File: config.mk
export PLATFORM = sky130hd
export DESIGN_NAME = and_unit_rr_arbiter_flat
export DESIGN_NICKNAME = d
export VERILOG_FILES = /design/src/rtl/and_unit_rr_arbiter_if.sv /design/src/rtl/and_unit_rr_arbiter.sv /design/src/flat_wrapper.sv
export SDC_FILE = /design/constraint.sdc
export NUM_CORES = 1
export LEC_CHECK = 0
export CAP_MARGIN = 0
export CORE_UTILIZATION = 34
export DETAILED_ROUTE_END_ITERATION = 8
export PLACE_DENSITY_LB_ADDON = 0.1
export SYNTH_ARGS = -nofsm -noshare
export SYNTH_HDL_FRONTEND = slang
export SYNTH_SLANG_ARGS = --single-unit
File: constraint.sdc
create_clock -name clk -period 2.4 [get_ports clk]
set_input_delay 0.36 -clock clk [delete_from_list [all_inputs] [get_ports clk]]
set_output_delay 0.36 -clock clk [all_outputs]
set_load 0.005 [all_outputs]
File: src/rtl/and_unit_rr_arbiter_if.sv
// Requester/consumer bundle for and_unit_rr_arbiter.
// Defining AND_ARB_OPSEL_EN adds the op_in/out_op operation-select signals.
interface and_unit_rr_arbiter_if #(
  parameter int NUM_REQ = 4,
  parameter int WIDTH   = 8
);
  localparam int IDW = $clog2(NUM_REQ);

  logic [NUM_REQ-1:0]       req;
  logic [NUM_REQ*WIDTH-1:0] a_in;
  logic [NUM_REQ*WIDTH-1:0] b_in;
  logic [NUM_REQ-1:0]       gnt;
  logic                     out_valid;
  logic                     out_ready;
  logic [IDW-1:0]           out_id;
  logic [WIDTH-1:0]         out_data;

`ifdef AND_ARB_OPSEL_EN
  logic [NUM_REQ*2-1:0]     op_in;
  logic [1:0]               out_op;

  modport master (
    output req, a_in, b_in, out_ready, op_in,
    input  gnt, out_valid, out_id, out_data, out_op
  );

  modport slave (
    input  req, a_in, b_in, out_ready, op_in,
    output gnt, out_valid, out_id, out_data, out_op
  );
`else
  modport master (
    output req, a_in, b_in, out_ready,
    input  gnt, out_valid, out_id, out_data
  );

  modport slave (
    input  req, a_in, b_in, out_ready,
    output gnt, out_valid, out_id, out_data
  );
`endif

endinterface

File: src/rtl/and_unit_rr_arbiter.sv
// Round-robin arbiter sharing one registered bitwise-AND unit among NUM_REQ requesters.
// Optional feature macro: AND_ARB_OPSEL_EN (per-requester AND/OR/XOR/NAND select).
module and_unit_rr_arbiter #(
  parameter int NUM_REQ = 4,
  parameter int WIDTH   = 8
) (
  input logic               clk,
  input logic               rst,
  and_unit_rr_arbiter_if.slave bus
);

  localparam int IDW = $clog2(NUM_REQ);

  typedef enum logic {
    IDLE,
    FULL
  } state_t;

  state_t               state;
  logic [IDW-1:0]       ptr;
  logic [NUM_REQ-1:0]   gnt_q;
  logic                 valid_q;
  logic [IDW-1:0]       id_q;
  logic [WIDTH-1:0]     data_q;

  logic [NUM_REQ-1:0]   elig;
  logic                 found;
  logic [IDW-1:0]       win;
  logic [IDW:0]         idx;
  logic                 cap;
  logic [IDW-1:0]       ptr_next;
  logic [NUM_REQ-1:0]   win_onehot;
  logic [WIDTH-1:0]     op_a;
  logic [WIDTH-1:0]     op_b;
  logic [WIDTH-1:0]     result;

  // A requester whose grant is showing this cycle is masked so it can drop req
  // without being picked a second time.
  assign elig = bus.req & ~gnt_q;

  // Rotating priority search starting at ptr, wrapping modulo NUM_REQ.
  always_comb begin
    found = 1'b0;
    win   = '0;
    idx   = '0;
    for (int k = 0; k < NUM_REQ; k++) begin
      idx = {1'b0, ptr} + (IDW+1)'(k);
      if (idx >= (IDW+1)'(NUM_REQ)) begin
        idx = idx - (IDW+1)'(NUM_REQ);
      end
      if (!found && elig[idx[IDW-1:0]]) begin
        found = 1'b1;
        win   = idx[IDW-1:0];
      end
    end
  end

  assign cap        = found && ((state == IDLE) || bus.out_ready);
  assign ptr_next   = (win == IDW'(NUM_REQ-1)) ? '0 : win + IDW'(1);
  assign win_onehot = NUM_REQ'(1) << win;
  assign op_a       = bus.a_in[win*WIDTH +: WIDTH];
  assign op_b       = bus.b_in[win*WIDTH +: WIDTH];

`ifdef AND_ARB_OPSEL_EN
  logic [1:0] op_sel;
  logic [1:0] op_q;

  assign op_sel = bus.op_in[win*2 +: 2];

  always_comb begin
    result = '0;
    case (op_sel)
      2'b00:   result = op_a & op_b;
      2'b01:   result = op_a | op_b;
      2'b10:   result = op_a ^ op_b;
      default: result = ~(op_a & op_b);
    endcase
  end

  always_ff @(posedge clk or posedge rst) begin
    if (rst) begin
      op_q <= 2'b00;
    end else if (cap) begin
      op_q <= op_sel;
    end
  end

  assign bus.out_op = op_q;
`else
  assign result = op_a & op_b;
`endif

  // Result slot: a new capture may replace the held result only in the same
  // edge that the consumer takes it, so nothing is ever dropped.
  always_ff @(posedge clk or posedge rst) begin
    if (rst) begin
      state   <= IDLE;
      ptr     <= '0;
      gnt_q   <= '0;
      valid_q <= 1'b0;
      id_q    <= '0;
      data_q  <= '0;
    end else if (cap) begin
      state   <= FULL;
      ptr     <= ptr_next;
      gnt_q   <= win_onehot;
      valid_q <= 1'b1;
      id_q    <= win;
      data_q  <= result;
    end else begin
      gnt_q <= '0;
      if ((state == FULL) && bus.out_ready) begin
        state   <= IDLE;
        valid_q <= 1'b0;
      end
    end
  end

  assign bus.gnt       = gnt_q;
  assign bus.out_valid = valid_q;
  assign bus.out_id    = id_q;
  assign bus.out_data  = data_q;

endmodule
File: src/flat_wrapper.sv
// flat-port wrapper written by rule: the top's interface ports become plain ports
module and_unit_rr_arbiter_flat 
#(
  parameter int NUM_REQ = 4,
  parameter int WIDTH   = 8
)
  (clk, rst, bus_req, bus_a_in, bus_b_in, bus_out_ready, bus_gnt, bus_out_valid, bus_out_id, bus_out_data);
  and_unit_rr_arbiter_if #(.NUM_REQ(NUM_REQ), .WIDTH(WIDTH)) bus_i ();
  input logic clk;
  input logic rst;
  input wire logic [$bits(bus_i.req)-1:0] bus_req;
  input wire logic [$bits(bus_i.a_in)-1:0] bus_a_in;
  input wire logic [$bits(bus_i.b_in)-1:0] bus_b_in;
  input wire logic [$bits(bus_i.out_ready)-1:0] bus_out_ready;
  output wire logic [$bits(bus_i.gnt)-1:0] bus_gnt;
  output wire logic [$bits(bus_i.out_valid)-1:0] bus_out_valid;
  output wire logic [$bits(bus_i.out_id)-1:0] bus_out_id;
  output wire logic [$bits(bus_i.out_data)-1:0] bus_out_data;
  assign bus_i.req = bus_req;
  assign bus_i.a_in = bus_a_in;
  assign bus_i.b_in = bus_b_in;
  assign bus_i.out_ready = bus_out_ready;
  assign bus_gnt = bus_i.gnt;
  assign bus_out_valid = bus_i.out_valid;
  assign bus_out_id = bus_i.out_id;
  assign bus_out_data = bus_i.out_data;
  and_unit_rr_arbiter #(.NUM_REQ(NUM_REQ), .WIDTH(WIDTH)) u_core (.clk(clk), .rst(rst), .bus(bus_i));
endmodule
-- Yosys cells after proc, flatten, opt, wreduce, memory -nomap -nowiden
Cells that the tools add are included.
- reduce and logical (&&, ||, !) cells: 10
- $lt $le $gt $ge: 8
- equality and inequality tests: 1
- shift-type cells: 3
- muxes and demuxes: 24
- add/subtract/negate cells: 8
- bitwise logic cells: 4
- operators with widths (kind ; number):
    $shiftx A32 B6 Y8 ; 2
    $mux W2 ; 9
    $lt A2 B3 Y1 const B ; 4
    $mux W1 ; 10
    $ge A3 B3 Y1 const B ; 3
    $and A8 B8 Y8 ; 1
    $bmux W1 S2 ; 4
    $sub A2 B1 Y2 const B ; 4
    $add A2 B2 Y3 const B ; 2
    $logic_and A1 B1 Y1 ; 5
    $and A4 B4 Y4 ; 1
    $mux W4 ; 1
    $not A4 Y4 ; 1
    $shl A1 B2 Y4 const A ; 1
    $add A2 B1 Y3 const B ; 1
    $ge A2 B3 Y1 const B ; 1
    $logic_not A1 Y1 ; 3
    $add A2 B1 Y2 const B ; 1
    $eq A2 B2 Y1 const B ; 1
    $reduce_bool A2 Y1 ; 1
    $logic_or A1 B1 Y1 ; 1
    $not A1 Y1 ; 1
- input port bits: 71
- output and inout port bits: 15
- register bits: 17
- word-level logic and storage cells: 63

-- Logic depth before layout (Yosys ltp)
Gate-level depths: netlist of run 1.
- word-level depth: 16
- depth in mapped cells: 8
- gate-level depth less buffers: 7

-- Worst setup path after synthesis of run 1
OpenSTA, ideal clock, no wires.
- kind: reg-to-reg
- start point: register u_core.gnt_q[3] (netlist: u_core.bus.gnt[3])
- end point: register u_core.gnt_q[0] (netlist: u_core.bus.gnt[0])
- path buffers: 1
- library setup time: 0.119 ns
- period minus slack after synthesis: 1.860 ns
- data arrival time: 1.740 ns
- setup slack: 0.540 ns
- stages on the path, launching flop included: 9
- data required time: 2.281 ns
- path through: dfrtp_1 > nand2b_1 > a221oi_2 > o21ai_4 > nor2_8 > buf_8 > inv_1 > ha_1 > and2_1
- longest elaborated chain between the ends: 16
- elaborated cells on any way between the ends: 27
- those cells by class: shift: 1; mux: 17; bitwise: 2; reduce/logical: 7
- RTL lines (what ; line ; RTL):
    from (decl) ; and_unit_rr_arbiter.sv:21 ; logic [NUM_REQ-1:0] gnt_q;
    from (signal assigned) ; and_unit_rr_arbiter.sv:106 ; gnt_q <= win_onehot;
    $not A4 Y4 (*) ; and_unit_rr_arbiter.sv:39 ; assign elig = bus.req & ~gnt_q;
    $and A4 B4 Y4 (*) ; and_unit_rr_arbiter.sv:39 ;
    $bmux W1 S2 ; and_unit_rr_arbiter.sv:51 ; if (!found && elig[idx[IDW-1:0]]) begin
    $mux W1 (not written as such) ; and_unit_rr_arbiter.sv:51 ;
    $mux W1 ; and_unit_rr_arbiter.sv:51 ;
    $logic_not A1 Y1 ; and_unit_rr_arbiter.sv:51 ;
    $logic_and A1 B1 Y1 ; and_unit_rr_arbiter.sv:51 ;
    $mux W1 ; and_unit_rr_arbiter.sv:51 ;
    $logic_not A1 Y1 ; and_unit_rr_arbiter.sv:51 ;
    $logic_and A1 B1 Y1 ; and_unit_rr_arbiter.sv:51 ;
    $mux W1 ; and_unit_rr_arbiter.sv:51 ;
    $logic_not A1 Y1 ; and_unit_rr_arbiter.sv:51 ;
    $logic_and A1 B1 Y1 ; and_unit_rr_arbiter.sv:51 ;
    $mux W2 (*) ; and_unit_rr_arbiter.sv:51 ;
    named net u_core.win[0] ; and_unit_rr_arbiter.sv:28 ; logic [IDW-1:0] win;
    $shl A1 B2 Y4 (*) ; and_unit_rr_arbiter.sv:60 ; assign win_onehot = NUM_REQ'(1) << win;
    $mux W4 (*) ; and_unit_rr_arbiter.sv:103 ; end else if (cap) begin
The timed path passes the listed nets; every way through them passes the cells marked *. The select of a mux whose other input is x is not followed.
A chain may end at the register's enable or synchronous reset.

-- Worst setup path in the final report of run 1
- start point: input port bus_req[2]
- end point: register u_core.gnt_q[2] (netlist: u_core.bus.gnt[2])
- longest elaborated chain between the ends: 15
- elaborated cells on any way between the ends: 26
- those cells by class: shift: 1; mux: 17; bitwise: 1; reduce/logical: 7
- RTL lines (what ; line ; RTL):
    from (decl) ; flat_wrapper.sv:11 ; input wire logic [$bits(bus_i.req)-1:0] bus_req;
    $and A4 B4 Y4 (*) ; and_unit_rr_arbiter.sv:39 ;
    $bmux W1 S2 ; and_unit_rr_arbiter.sv:51 ;
    $mux W1 (not written as such) ; and_unit_rr_arbiter.sv:51 ;
    $mux W1 ; and_unit_rr_arbiter.sv:51 ;
    $logic_not A1 Y1 ; and_unit_rr_arbiter.sv:51 ;
    $logic_and A1 B1 Y1 ; and_unit_rr_arbiter.sv:51 ;
    $mux W1 ; and_unit_rr_arbiter.sv:51 ;
    $logic_not A1 Y1 ; and_unit_rr_arbiter.sv:51 ;
    $logic_and A1 B1 Y1 ; and_unit_rr_arbiter.sv:51 ;
    $mux W1 ; and_unit_rr_arbiter.sv:51 ;
    $logic_not A1 Y1 ; and_unit_rr_arbiter.sv:51 ;
    $logic_and A1 B1 Y1 ; and_unit_rr_arbiter.sv:51 ;
    $mux W2 / $mux W1 (equally long branches) ; and_unit_rr_arbiter.sv:51 ;
    $shl A1 B2 Y4 / $logic_and A1 B1 Y1 (equally long branches) ; and_unit_rr_arbiter.sv:60, and_unit_rr_arbiter.sv:58 ;
    $mux W4 (*) ; and_unit_rr_arbiter.sv:103 ;
Mark *: on every way between the ends. The rest lies on a longest branch, timed or not. The select of a mux whose other input is x is not followed.

==> results.py, run 1 <==
metrics = {
    "die": {
        "die_h_um": 60.5,
        "die_area_sq_um": 3660,
        "top_level_ports": 86,
        "initial_util": 0.369,
        "die-width_um": 60.5,
        "num_rows": 20,
        "core_sq_um": 3150,
    },
    "setup_path": {
        "cp_top_family": "simple AND/OR/NAND/NOR gates",
        "crit_type": "input pin to flop",
        "cp_data_required_time_ns": 2.57,
        "path_buf_inv": 2,
        "slowest_stage": "sky130_fd_sc_hd__clkdlybuf4s50_1",
        "worst_path_largest_cell_delay_ns": 0.42,
        "worstPathMaxFanout": 19,
        "end_kind": "flop",
        "r2r-start": "u_core.bus.gnt[3]$_DFF_PP0_",
        "cp-startpoint": "bus_req[2]",
        "crit_path_cell_trace": "clkdlybuf4s50_1 > nor2b_4 > a221oi_2 > o21ai_4 > nor2_8 > inv_1 > ha_1 > and2_1",
        "critical_path.startpoint_type": "input pin",
        "worst_ep_arrival_time_ns": 2.18,
        "r2r_setup_slack_ns": 0.44,
        "reg2regPathDepth": 7,
        "r2r_end": "u_core.bus.gnt[2]$_DFF_PP0_",
    },
    "sta": {
        "fin_worst_skew_ns": 0.0109,
        "min_period_over_period": 0.835,
        "finalSetupViolCount": 0,
        "tns_ns": 0,
        "maxSlewHeadroom": 0.593,
        "report.final.slew_viol_count": 0,
        "worstMarginPinSlew_ns": 0.611,
        "hold_violations": 0,
        "maxClockFrequency_mhz": 499,
        "rsz0062_at_grt": "no",
        "period_needed_ns": 2.00,
    },
    "pwr": {
        "cellLeakagePower_nw": 0.886,
        "total_power_mw": 1.67,
        "irDropWorstVdd_mv": 0.287,
        "power.density_cell_area_nw_per_um2": 792,
    },
    "yosys": {
        "synth_sequential_area_ratio": 0.366,
        "yosysWarningCount": 0,
        "mappedNetlistArea_sq_um": 1160,
        "synthesis.instances": 119,
        "synth_top_cell_area_share": 0.366,
        "synth_cell_type_count": 29,
        "post-synth-top-area-cell": "sky130_fd_sc_hd__dfrtp_1",
        "synth-seq-cells": 17,
        "synthTopCellsByArea": "sky130_fd_sc_hd__dfrtp_1 (37%), sky130_fd_sc_hd__nand2_1 (12%), sky130_fd_sc_hd__o221a_1 (6.8%)",
        "synth_fp_nets": 194,
        "syn_avg_cell_area_sq_um": 9.77,
    },
    "routing": {
        "drcViolationCount": 0,
        "drt_iter0_drcs": 31,
        "drt.antenna.violating_nets": 0,
        "avgRoutedWirePerCell_um": 13.2,
        "route.final.wire_length_um": 3370,
        "first_pass_iters": 4,
        "vias_per_cell": 4.91,
        "via_count": 1248,
    },
    "final_layout": {
        "antennaDiodeCount": 0,
        "syn2layout_area_growth_pct": 81.2,
        "fillCellCount": 279,
        "ff_latch_area_sq_um": 425,
        "finish.net_count": 286,
        "fraction_of_layout_cells_with_a_size_suffix_above_1": 0.100,
        "area_of_the_multi_input_gates_sq_um": 698,
    },
    "clock_network": {
        "clk_path_buf_depth": 2,
        "clk_pin_slew_worst_paths_ns": 0.10,
        "postCtsResizedCells": 0,
        "cts.hold.buffers_added": 0,
        "cts_made_buffers": 3,
        "clock_sinks": 17,
        "cts_tree": "yes",
        "postCtsSetupRepairBufs": 0,
        "number_of_h_tree_levels": 1,
        "worst_skew_pair.late_latency_ns": 0.28,
        "cts.root.buffer_cell": "sky130_fd_sc_hd__clkbuf_4",
    },
    "grt": {
        "antenna_found_initial": 0,
        "gr-total-overflow": 0,
        "grt_pass1_vias": 1277,
        "pin_count_of_the_biggest_net_entering_global_routing": 20,
        "grt_pass1_wl_um": 5130,
        "grt_usage": 0.192,
    },
    "run": {
        "cap_viol_max_count": 0,
    },
    "placement": {
        "dp.final_hpwl_um": 2860,
        "port_buffers": 85,
        "place_congestion": 0.713,
    },
    "min_path": {
        "hp-class": "input pin to asynchronous set/reset pin",
    },
    "outcome": {
        "status": "completed",
    },
}
layout make-up:
type                    count  share of cell area
inverters                   5             0.00891
clock inverters             1             0.00238
well taps                  44              0.0261
repair buffers             89               0.418
flip-flops and latches     17               0.202
multi-input cells          95               0.332
clock buffers               3              0.0107
cell usage in the layout (no fill, tap or decap), types with 2 or more instances in the layout:
| cell type | n |
|---|---|
| sky130_fd_sc_hd__nand2b_1 | 4 |
| sky130_fd_sc_hd__nand3_1 | 3 |
| sky130_fd_sc_hd__nor2b_4 | 3 |
| sky130_fd_sc_hd__and2_1 | 4 |
| sky130_fd_sc_hd__a21oi_1 | 3 |
| sky130_fd_sc_hd__o221a_1 | 7 |
| sky130_fd_sc_hd__o221ai_1 | 7 |
| sky130_fd_sc_hd__a221oi_2 | 2 |
| sky130_fd_sc_hd__nand2_1 | 36 |
| sky130_fd_sc_hd__dfrtp_1 | 17 |
| sky130_fd_sc_hd__o21ai_0 | 2 |
| sky130_fd_sc_hd__clkbuf_4 | 3 |
| sky130_fd_sc_hd__inv_1 | 5 |
| sky130_fd_sc_hd__mux2i_1 | 7 |
| sky130_fd_sc_hd__clkdlybuf4s50_1 | 85 |
| sky130_fd_sc_hd__buf_4 | 4 |
| sky130_fd_sc_hd__ha_1 | 4 |
cells in the mapped netlist:
cell and n:
sky130_fd_sc_hd__a211oi_1 1, sky130_fd_sc_hd__buf_2 1, sky130_fd_sc_hd__nand2b_1 4, sky130_fd_sc_hd__a21oi_1 3, sky130_fd_sc_hd__and2_1 4, sky130_fd_sc_hd__nand3_1 3
sky130_fd_sc_hd__nor3_1 1, sky130_fd_sc_hd__a221o_1 1, sky130_fd_sc_hd__and2b_4 1, sky130_fd_sc_hd__buf_8 1, sky130_fd_sc_hd__o22ai_2 1, sky130_fd_sc_hd__inv_1 5
sky130_fd_sc_hd__or2_0 1, sky130_fd_sc_hd__o21ai_0 2, sky130_fd_sc_hd__nor2_8 1, sky130_fd_sc_hd__o221a_1 7, sky130_fd_sc_hd__o221ai_1 7, sky130_fd_sc_hd__ha_1 4
sky130_fd_sc_hd__nor2b_4 3, sky130_fd_sc_hd__or2b_4 1, sky130_fd_sc_hd__dfrtp_1 17, sky130_fd_sc_hd__a21o_2 1, sky130_fd_sc_hd__mux2i_1 7, sky130_fd_sc_hd__o21ai_4 1
sky130_fd_sc_hd__nor2_2 1, sky130_fd_sc_hd__a221oi_2 2, sky130_fd_sc_hd__nor4_4 1, sky130_fd_sc_hd__nor2b_1 1, sky130_fd_sc_hd__nand2_1 36
power by group:
part           internal [mW]  total, mW  switching, mW
clock                 0.0618      0.147         0.0853
sequential             0.408      0.493         0.0845
combinational          0.566       1.03          0.462
registers in the layout, indices dropped and copies added, names as in the netlist:
name / flops
u_core.bus.out_valid: 1
u_core.bus.gnt: 4
u_core.bus.out_id: 2
u_core.ptr: 2
u_core.bus.out_data: 8
worst max path at each step:
stage | to | cells after the start | slack (ns)
finish | u_core.bus.gnt[2]$_DFF_PP0_ | 8 | 0.40
global route | u_core.bus.gnt[2]$_DFF_PP0_ | 8 | 0.27
CTS | u_core.bus.gnt[2]$_DFF_PP0_ | 8 | 0.41
detailed placement | u_core.bus.gnt[2]$_DFF_PP0_ | 8 | 0.10
global placement | u_core.bus.gnt[0]$_DFF_PP0_ | 8 | 0.19
floorplan | u_core.bus.gnt[0]$_DFF_PP0_ | 8 | 0.54
metal layers:
metal / routed length [um] / global-route usage / share of wire / up-vias
li1: - / - / - / 615
met1: 1230 / 0.200 / 0.36 / 574
met2: 1850 / 0.367 / 0.55 / 52
met3: 219 / 0.0341 / 0.065 / 7
met4: 70 / 0.0942 / 0.021 / 0
met5: 0 / 0 / 0 / -
logic make-up after synthesis:
logic type,synth area share
buf+inv,0.0334
compound gates,0.215
flops,0.366
mux,0.0603
simple gates,0.282
fa+ha+maj,0.0431
per-stage QoR:
step                      setup WS, ns  hold slack (ns)  cell area [sq um]   util  std cells
final                            0.396            0.434               2110  0.668        254
after global placement           0.195            0.460               2080  0.659        250
after floorplan                  0.540            0.286               1160      -        119
after global routing             0.274            0.507               2110  0.668        254
after detailed placement         0.103            0.472               2080  0.659        250
after CTS                        0.406            0.460               2110  0.668        254
worst register-to-register path: cells and delay by family (launching register included):
family          cells  cell delay (ns)
simple gates        3             0.63
flops               1             0.43
compound gates      2             0.46
fa+ha+maj           1             0.21
buf+inv             1             0.13
Power figures use the tool's default switching activity.
==> inputs of run 2 (changes only) <==
- CORE_UTILIZATION: 34 -> 31
- clock period: 2.4 -> 1.74 ns (I/O delays scaled with it)
==> run 2 against run 1 <==
  * The run now ends with negative setup slack left
  * Cell count grew 7.5%
  * Worst hold slack worse by 0.046 ns
  * Highest routed layer unchanged
  * Global-route usage is 0.70 points lower
  * First-iteration DRC count decreased by 19%
  * Core utilization is 2.2 points higher
  * Die area up 9.4%
  * Total power rose by 75%
  * Via count increased by 6.2%
  * Clock power is 100% higher
  * Non-clock buffer count rose by 17
  * Largest power group unchanged
  * Register-to-register slack worse by 0.49 ns
  * Design area rose by 14%
==> results.py, run 2 (same netlist as run 1, synthesis figures left out) <==
metrics = {
    "sta": {
        "period_needed_ns": 1.79,
        "min_period_over_period": 1.03,
        "fin_worst_skew_ns": 0.00452,
        "report.final.slew_viol_count": 0,
        "finalSetupViolCount": 7,
        "maxClockFrequency_mhz": 559,
        "worstMarginPinSlew_ns": 0.641,
        "maxSlewHeadroom": 0.572,
        "setup_ws_ns": -0.0502,
        "rsz0062_at_grt": "yes",
        "hold_violations": 0,
    },
    "die": {
        "die_area_sq_um": 4000,
        "die_h_um": 63.2,
        "die-width_um": 63.2,
        "initial_util": 0.335,
        "top_level_ports": 86,
        "num_rows": 21,
        "core_sq_um": 3470,
    },
    "final_layout": {
        "antennaDiodeCount": 0,
        "syn2layout_area_growth_pct": 106,
        "fillCellCount": 254,
        "finish.net_count": 303,
        "ff_latch_area_sq_um": 425,
        "final_cell_mix": "sky130_fd_sc_hd__clkdlybuf4s50_1 (81), sky130_fd_sc_hd__nand2_1 (35), sky130_fd_sc_hd__dfrtp_1 (17)",
        "layoutNonFillerInstCount": 273,
        "fraction_of_layout_cells_with_a_size_suffix_above_1": 0.216,
        "mostFrequentLayoutCell": "sky130_fd_sc_hd__clkdlybuf4s50_1",
        "area_of_the_multi_input_gates_sq_um": 801,
        "largest_register_ff_count": 8,
    },
    "clock_network": {
        "cts.root.buffer_cell": "sky130_fd_sc_hd__clkbuf_8",
        "number_of_h_tree_levels": 1,
        "cts_made_buffers": 3,
        "cts_tree": "yes",
        "worst_skew_pair.late_latency_ns": 0.25,
        "clock_sinks": 17,
        "clk_path_buf_depth": 2,
        "clk_pin_slew_worst_paths_ns": 0.07,
    },
    "routing": {
        "route.final.wire_length_um": 3640,
        "drt.antenna.violating_nets": 0,
        "avgRoutedWirePerCell_um": 13.3,
        "first_pass_iters": 4,
        "drt_iter0_drcs": 25,
        "via_count": 1325,
        "vias_per_cell": 4.85,
        "drcViolationCount": 0,
    },
    "grt": {
        "pin_count_of_the_biggest_net_entering_global_routing": 18,
        "antenna_found_initial": 0,
        "grt_pass1_vias": 1349,
        "grt_pass1_wl_um": 5780,
        "gr-total-overflow": 0,
        "grt_usage": 0.185,
    },
    "placement": {
        "dp.final_hpwl_um": 3060,
        "placed_cells": 265,
        "place_congestion": 0.806,
        "placement.setup.worst_slack_ns": -0.418,
        "port_buffers": 85,
    },
    "outcome": {
        "failed_checks": "negative setup slack",
        "status": "finished, violations left",
    },
    "setup_path": {
        "cp_data_required_time_ns": 1.93,
        "cp_top_family": "compound AO/OA/AOI/OAI gates",
        "slowest_stage": "sky130_fd_sc_hd__dfrtp_1",
        "worst_ep_arrival_time_ns": 1.98,
        "end_kind": "flop",
        "crit_path_cell_trace": "nand2b_4 > a221oi_4 > o21ai_4 > nor2_8 > buf_12 > mux2i_4 > o221a_1",
        "worstPathMaxFanout": 8,
        "crit_type": "flop to flop",
        "critical_path.startpoint_type": "flop",
        "worst_path_largest_cell_delay_ns": 0.40,
        "path_buf_inv": 1,
    },
    "run": {
        "cap_viol_max_count": 0,
    },
    "pwr": {
        "irDropWorstVdd_mv": 0.550,
        "cellLeakagePower_nw": 1.01,
        "power.density_cell_area_nw_per_um2": 1220,
    },
    "min_path": {
        "hp-class": "input pin to asynchronous set/reset pin",
    },
}
-- run 2: area by class of cell --
| cell class | count | share of cell area |
|---|---|---|
| Sequential cell | 17 | 0.178 |
| Timing Repair Buffer | 106 | 0.434 |
| Multi-Input combinational cell | 95 | 0.335 |
| Inverter | 5 | 0.00993 |
| Tap cell | 46 | 0.0240 |
| Clock buffer | 3 | 0.0173 |
| Clock inverter | 1 | 0.00209 |
-- run 2: routing by layer --
metal  vias up  GRT usage  share of wire
met5         -          0              0
li1        649          -              -
met1       616      0.191           0.37
met3         4     0.0489          0.070
met4         0     0.0568         0.0091
met2        56      0.358           0.55
-- run 2: what timing repair did --
item                                    CTS  global route
pin swaps                                 3             3
gates cloned                              0             0
hold buffers                              0             0
gates resized for setup                   8             6
endpoints found under the setup margin   12            11
setup buffers                             3             1
-- run 2: worst paths after layout --
path                       slack [ns]                                 end  depth (start not counted)                        startpoint
min                              0.39  u_core.bus.out_data[2]$_DFFE_PP0P_                          2                               rst
min reg2reg                      0.49    u_core.bus.out_id[1]$_DFFE_PP0P_                          1  u_core.bus.out_id[1]$_DFFE_PP0P_
min in group clk                 0.49    u_core.bus.out_id[1]$_DFFE_PP0P_                          1  u_core.bus.out_id[1]$_DFFE_PP0P_
max                             -0.05  u_core.bus.out_data[4]$_DFFE_PP0P_                          7       u_core.bus.gnt[1]$_DFF_PP0_
max in group asynchronous        0.94  u_core.bus.out_data[7]$_DFFE_PP0P_                          2                               rst
max reg2reg                     -0.05  u_core.bus.out_data[4]$_DFFE_PP0P_                          7       u_core.bus.gnt[1]$_DFF_PP0_
-- run 2: report_power, final --
part	internal (mW)	total, mW	switching, mW
clock	0.159	0.294	0.135
sequential	0.564	0.674	0.110
combinational	1.14	1.95	0.809
-- run 2: metrics by stage --
step	utilization	instance area [sq um]	total power, mW	TNS (ns)	hold WS [ns]
5_1_grt	0.690	2390	3.12	-0.798	0.465
3_5_place_dp	0.655	2270	2.52	-5.07	0.478
3_3_place_gp	0.655	2270	2.45	-4.36	0.465
6_report	0.690	2390	2.92	-0.0790	0.387
4_1_cts	0.680	2360	2.88	-0.0505	0.416
2_1_floorplan	-	1230	1.60	-0.282	0.187
==> inputs of run 3 (changes only) <==
- ABC_AREA: default -> 1
- CORE_UTILIZATION: 31 -> 34
==> run 3 against run 2 <==
  * The flow still finishes with violations (negative setup slack)
  * Largest cell class unchanged
  * Register-to-register slack worse by 0.12 ns
  * Setup slack worse by 0.12 ns
  * Wire length up 25%
  * Total power up 85%
  * Non-clock buffer count up 11
  * Global-route usage up 3.2 points
  * Largest power group unchanged
  * Sequential power up 5.3%
  * Sequential share of layout area down 2.7 points
  * Maximum frequency down 6.4%
  * Via count up 39%
==> results.py, run 3 <==
metrics = {
    "outcome": {
        "status": "finished, violations left",
        "failed_checks": "negative setup slack",
    },
    "yosys": {
        "synth_top_family_by_area": "simple AND/OR/NAND/NOR gates",
        "synthesis.instances": 228,
        "async_reset_ff_frac": 1.00,
        "synth_fp_nets": 303,
        "synth_sequential_area_ratio": 0.297,
        "mappedNetlistArea_sq_um": 1430,
        "muxShareOfSynthArea": 0,
        "synth-seq-cells": 17,
        "yosysWarningCount": 0,
        "synth_top_cells_by_count": "sky130_fd_sc_hd__nand2_1 (96), sky130_fd_sc_hd__nand3_1 (40), sky130_fd_sc_hd__inv_1 (30)",
        "synth-adder-area-share": 0.0350,
        "synth_cell_type_count": 21,
        "synth_top_cell_area_share": 0.297,
        "post-synth-top-area-cell": "sky130_fd_sc_hd__dfrtp_1",
        "synth-edff-count": 0,
        "area_share_of_and_or_nand_nor_cells_after_synthesis": 0.520,
        "synth_xor_xnor_area_share": 0,
        "synth_compound_gate_area_share": 0.0157,
        "yosysMostFrequentCell": "sky130_fd_sc_hd__nand2_1",
        "syn_avg_cell_area_sq_um": 6.27,
        "synthTopCellsByArea": "sky130_fd_sc_hd__dfrtp_1 (30%), sky130_fd_sc_hd__nand2_1 (25%), sky130_fd_sc_hd__nand3_1 (14%)",
        "synthFlopType": "sky130_fd_sc_hd__dfrtp_1",
    },
    "final_layout": {
        "largest_register_ff_count": 8,
        "syn2layout_area_growth_pct": 98.5,
        "mostFrequentLayoutCell": "sky130_fd_sc_hd__clkdlybuf4s50_1",
        "antennaDiodeCount": 0,
        "layoutNonFillerInstCount": 394,
        "finish.net_count": 420,
        "final_cell_mix": "sky130_fd_sc_hd__clkdlybuf4s50_1 (85), sky130_fd_sc_hd__nand2_1 (81), sky130_fd_sc_hd__inv_1 (28)",
        "fraction_of_layout_cells_with_a_size_suffix_above_1": 0.265,
        "area_of_the_multi_input_gates_sq_um": 1000,
        "core_occupancy_in_the_finished_layout": 0.705,
        "ff_latch_area_sq_um": 427,
        "fillCellCount": 354,
    },
    "clock_network": {
        "worst_skew_pair.late_latency_ns": 0.26,
        "cts_made_buffers": 3,
        "cts.hold.buffers_added": 0,
        "cts.root.buffer_cell": "sky130_fd_sc_hd__clkbuf_8",
        "cts_tree": "yes",
        "number_of_h_tree_levels": 1,
        "clk_path_buf_depth": 2,
        "clock_sinks": 17,
        "clk_pin_slew_worst_paths_ns": 0.07,
    },
    "pwr": {
        "power.density_cell_area_nw_per_um2": 1910,
        "cellLeakagePower_nw": 1.43,
        "irDropWorstVdd_mv": 0.917,
    },
    "run": {
        "cap_viol_max_count": 0,
    },
    "setup_path": {
        "worstPathMaxFanout": 8,
        "end_kind": "flop",
        "worst_ep_arrival_time_ns": 2.10,
        "worst_path_largest_cell_delay_ns": 0.46,
        "cp_top_family": "simple AND/OR/NAND/NOR gates",
        "r2r_setup_slack_ns": -0.17,
        "r2r-start": "u_core.ptr[0]$_DFFE_PP0P_",
        "crit_path_cell_trace": "clkinv_4 > nand2_2 > nand2_2 > buf_4 > nand2_4 > nand2_4 > nand4_1 > nand3_2 > nand2_8 > inv_4 > ha_4 > nand2_1 > o21ai_1",
        "r2r_end": "u_core.ptr[1]$_DFFE_PP0P_",
        "critical_path.startpoint_type": "flop",
        "slowest_stage": "sky130_fd_sc_hd__dfrtp_2",
        "crit_type": "flop to flop",
        "cp_data_required_time_ns": 1.93,
        "cp-startpoint": "u_core.ptr[0]$_DFFE_PP0P_",
        "reg2regPathDepth": 13,
        "path_buf_inv": 3,
    },
    "routing": {
        "drt.antenna.violating_nets": 0,
        "drcViolationCount": 0,
        "first_pass_iters": 4,
        "avgRoutedWirePerCell_um": 11.5,
        "vias_per_cell": 4.69,
        "route.final.wire_length_um": 4540,
        "drt_iter0_drcs": 59,
        "via_count": 1848,
    },
    "grt": {
        "grt_pass1_vias": 1763,
        "antenna_found_initial": 0,
        "grt_usage": 0.217,
        "grt_pass1_wl_um": 7300,
        "gr-total-overflow": 0,
        "pin_count_of_the_biggest_net_entering_global_routing": 18,
    },
    "sta": {
        "fin_worst_skew_ns": 0.00450,
        "rsz0062_at_grt": "yes",
        "min_period_over_period": 1.10,
        "hold_violations": 0,
        "report.final.slew_viol_count": 0,
        "worstMarginPinSlew_ns": 0.228,
        "maxSlewHeadroom": 0.848,
        "maxClockFrequency_mhz": 523,
        "hold-worst-slack_ns": 0.310,
        "finalSetupViolCount": 16,
        "setup_ws_ns": -0.172,
        "period_needed_ns": 1.91,
    },
    "die": {
        "initial_util": 0.355,
        "die_area_sq_um": 4470,
        "top_level_ports": 86,
        "die_h_um": 66.9,
        "die-width_um": 66.9,
        "core_sq_um": 4030,
        "num_rows": 23,
    },
    "placement": {
        "port_buffers": 85,
        "placed_cells": 378,
        "dp.final_hpwl_um": 3390,
        "place_congestion": 0.776,
    },
    "min_path": {
        "hp-class": "input pin to asynchronous set/reset pin",
    },
}
[run 3: logic make-up (layout without fill, tap and decap cells)]
kind of cell,after synthesis,count (layout)
flops,17,17
fa+ha+maj,4,4
buf+inv,40,156
simple gates,163,163
compound gates,4,4
[run 3: where the power goes]
part / switching [mW] / internal, mW
sequential: 0.126 / 0.584
clock: 0.143 / 0.159
combinational: 2.26 / 2.14
[run 3: per-layer routing]
metal / track usage / wire [um] / up-vias
met1: 0.246 / 1770 / 832
met5: 0 / 0 / -
li1: - / - / 937
met2: 0.410 / 2480 / 71
met3: 0.0257 / 222 / 8
met4: 0.0745 / 76 / 0
[run 3: what timing repair did]
action	CTS	global route
endpoints found under the setup margin	15	16
buffers inserted	6	6
endpoints found under the hold margin	0	0
gates resized for setup	37	17
pin swaps	29	9
[run 3: layout make-up]
| class | count | share of cell area |
|---|---|---|
| multi-input combinational | 171 | 0.353 |
| inverter | 35 | 0.0516 |
| tap | 50 | 0.0220 |
| clock inverter | 1 | 0.00176 |
| clock buffer | 3 | 0.0145 |
| sequential | 17 | 0.150 |
| timing repair buffer | 117 | 0.407 |
[run 3: worst max-delay path by stage]
stage	to	slack [ns]	depth (start not counted)
3_5_place_dp	u_core.bus.out_data[0]$_DFFE_PP0P_	-0.36	13
6_report	u_core.ptr[1]$_DFFE_PP0P_	-0.17	13
5_1_grt	u_core.bus.out_data[4]$_DFFE_PP0P_	-0.28	14
3_3_place_gp	u_core.bus.out_data[0]$_DFFE_PP0P_	-0.33	13
2_1_floorplan	u_core.ptr[1]$_DFFE_PP0P_	-0.09	14
4_1_cts	u_core.ptr[1]$_DFFE_PP0P_	-0.1	12
[run 3: worst register-to-register path, stage by stage (launching register included)]
cell                       delay, ns
sky130_fd_sc_hd__dfrtp_2        0.46
sky130_fd_sc_hd__clkinv_4       0.13
sky130_fd_sc_hd__nand2_2        0.09
sky130_fd_sc_hd__nand2_2        0.07
sky130_fd_sc_hd__buf_4          0.15
sky130_fd_sc_hd__nand2_4        0.07
sky130_fd_sc_hd__nand2_4        0.06
sky130_fd_sc_hd__nand4_1        0.11
sky130_fd_sc_hd__nand3_2        0.15
sky130_fd_sc_hd__nand2_8        0.16
sky130_fd_sc_hd__inv_4          0.05
sky130_fd_sc_hd__ha_4           0.25
sky130_fd_sc_hd__nand2_1        0.04
sky130_fd_sc_hd__o21ai_1        0.06
[run 3: stage by stage]
stage / setup TNS (ns) / total power, mW / cell area (sq um) / worst slack, ns
2_1_floorplan: -0.121 / 2.75 / 1450 / -0.0874
3_3_place_gp: -4.06 / 4.08 / 2490 / -0.333
3_5_place_dp: -4.35 / 4.16 / 2490 / -0.362
4_1_cts: -0.865 / 5.04 / 2720 / -0.0997
5_1_grt: -3.52 / 5.89 / 2840 / -0.281
6_report: -1.68 / 5.41 / 2840 / -0.172
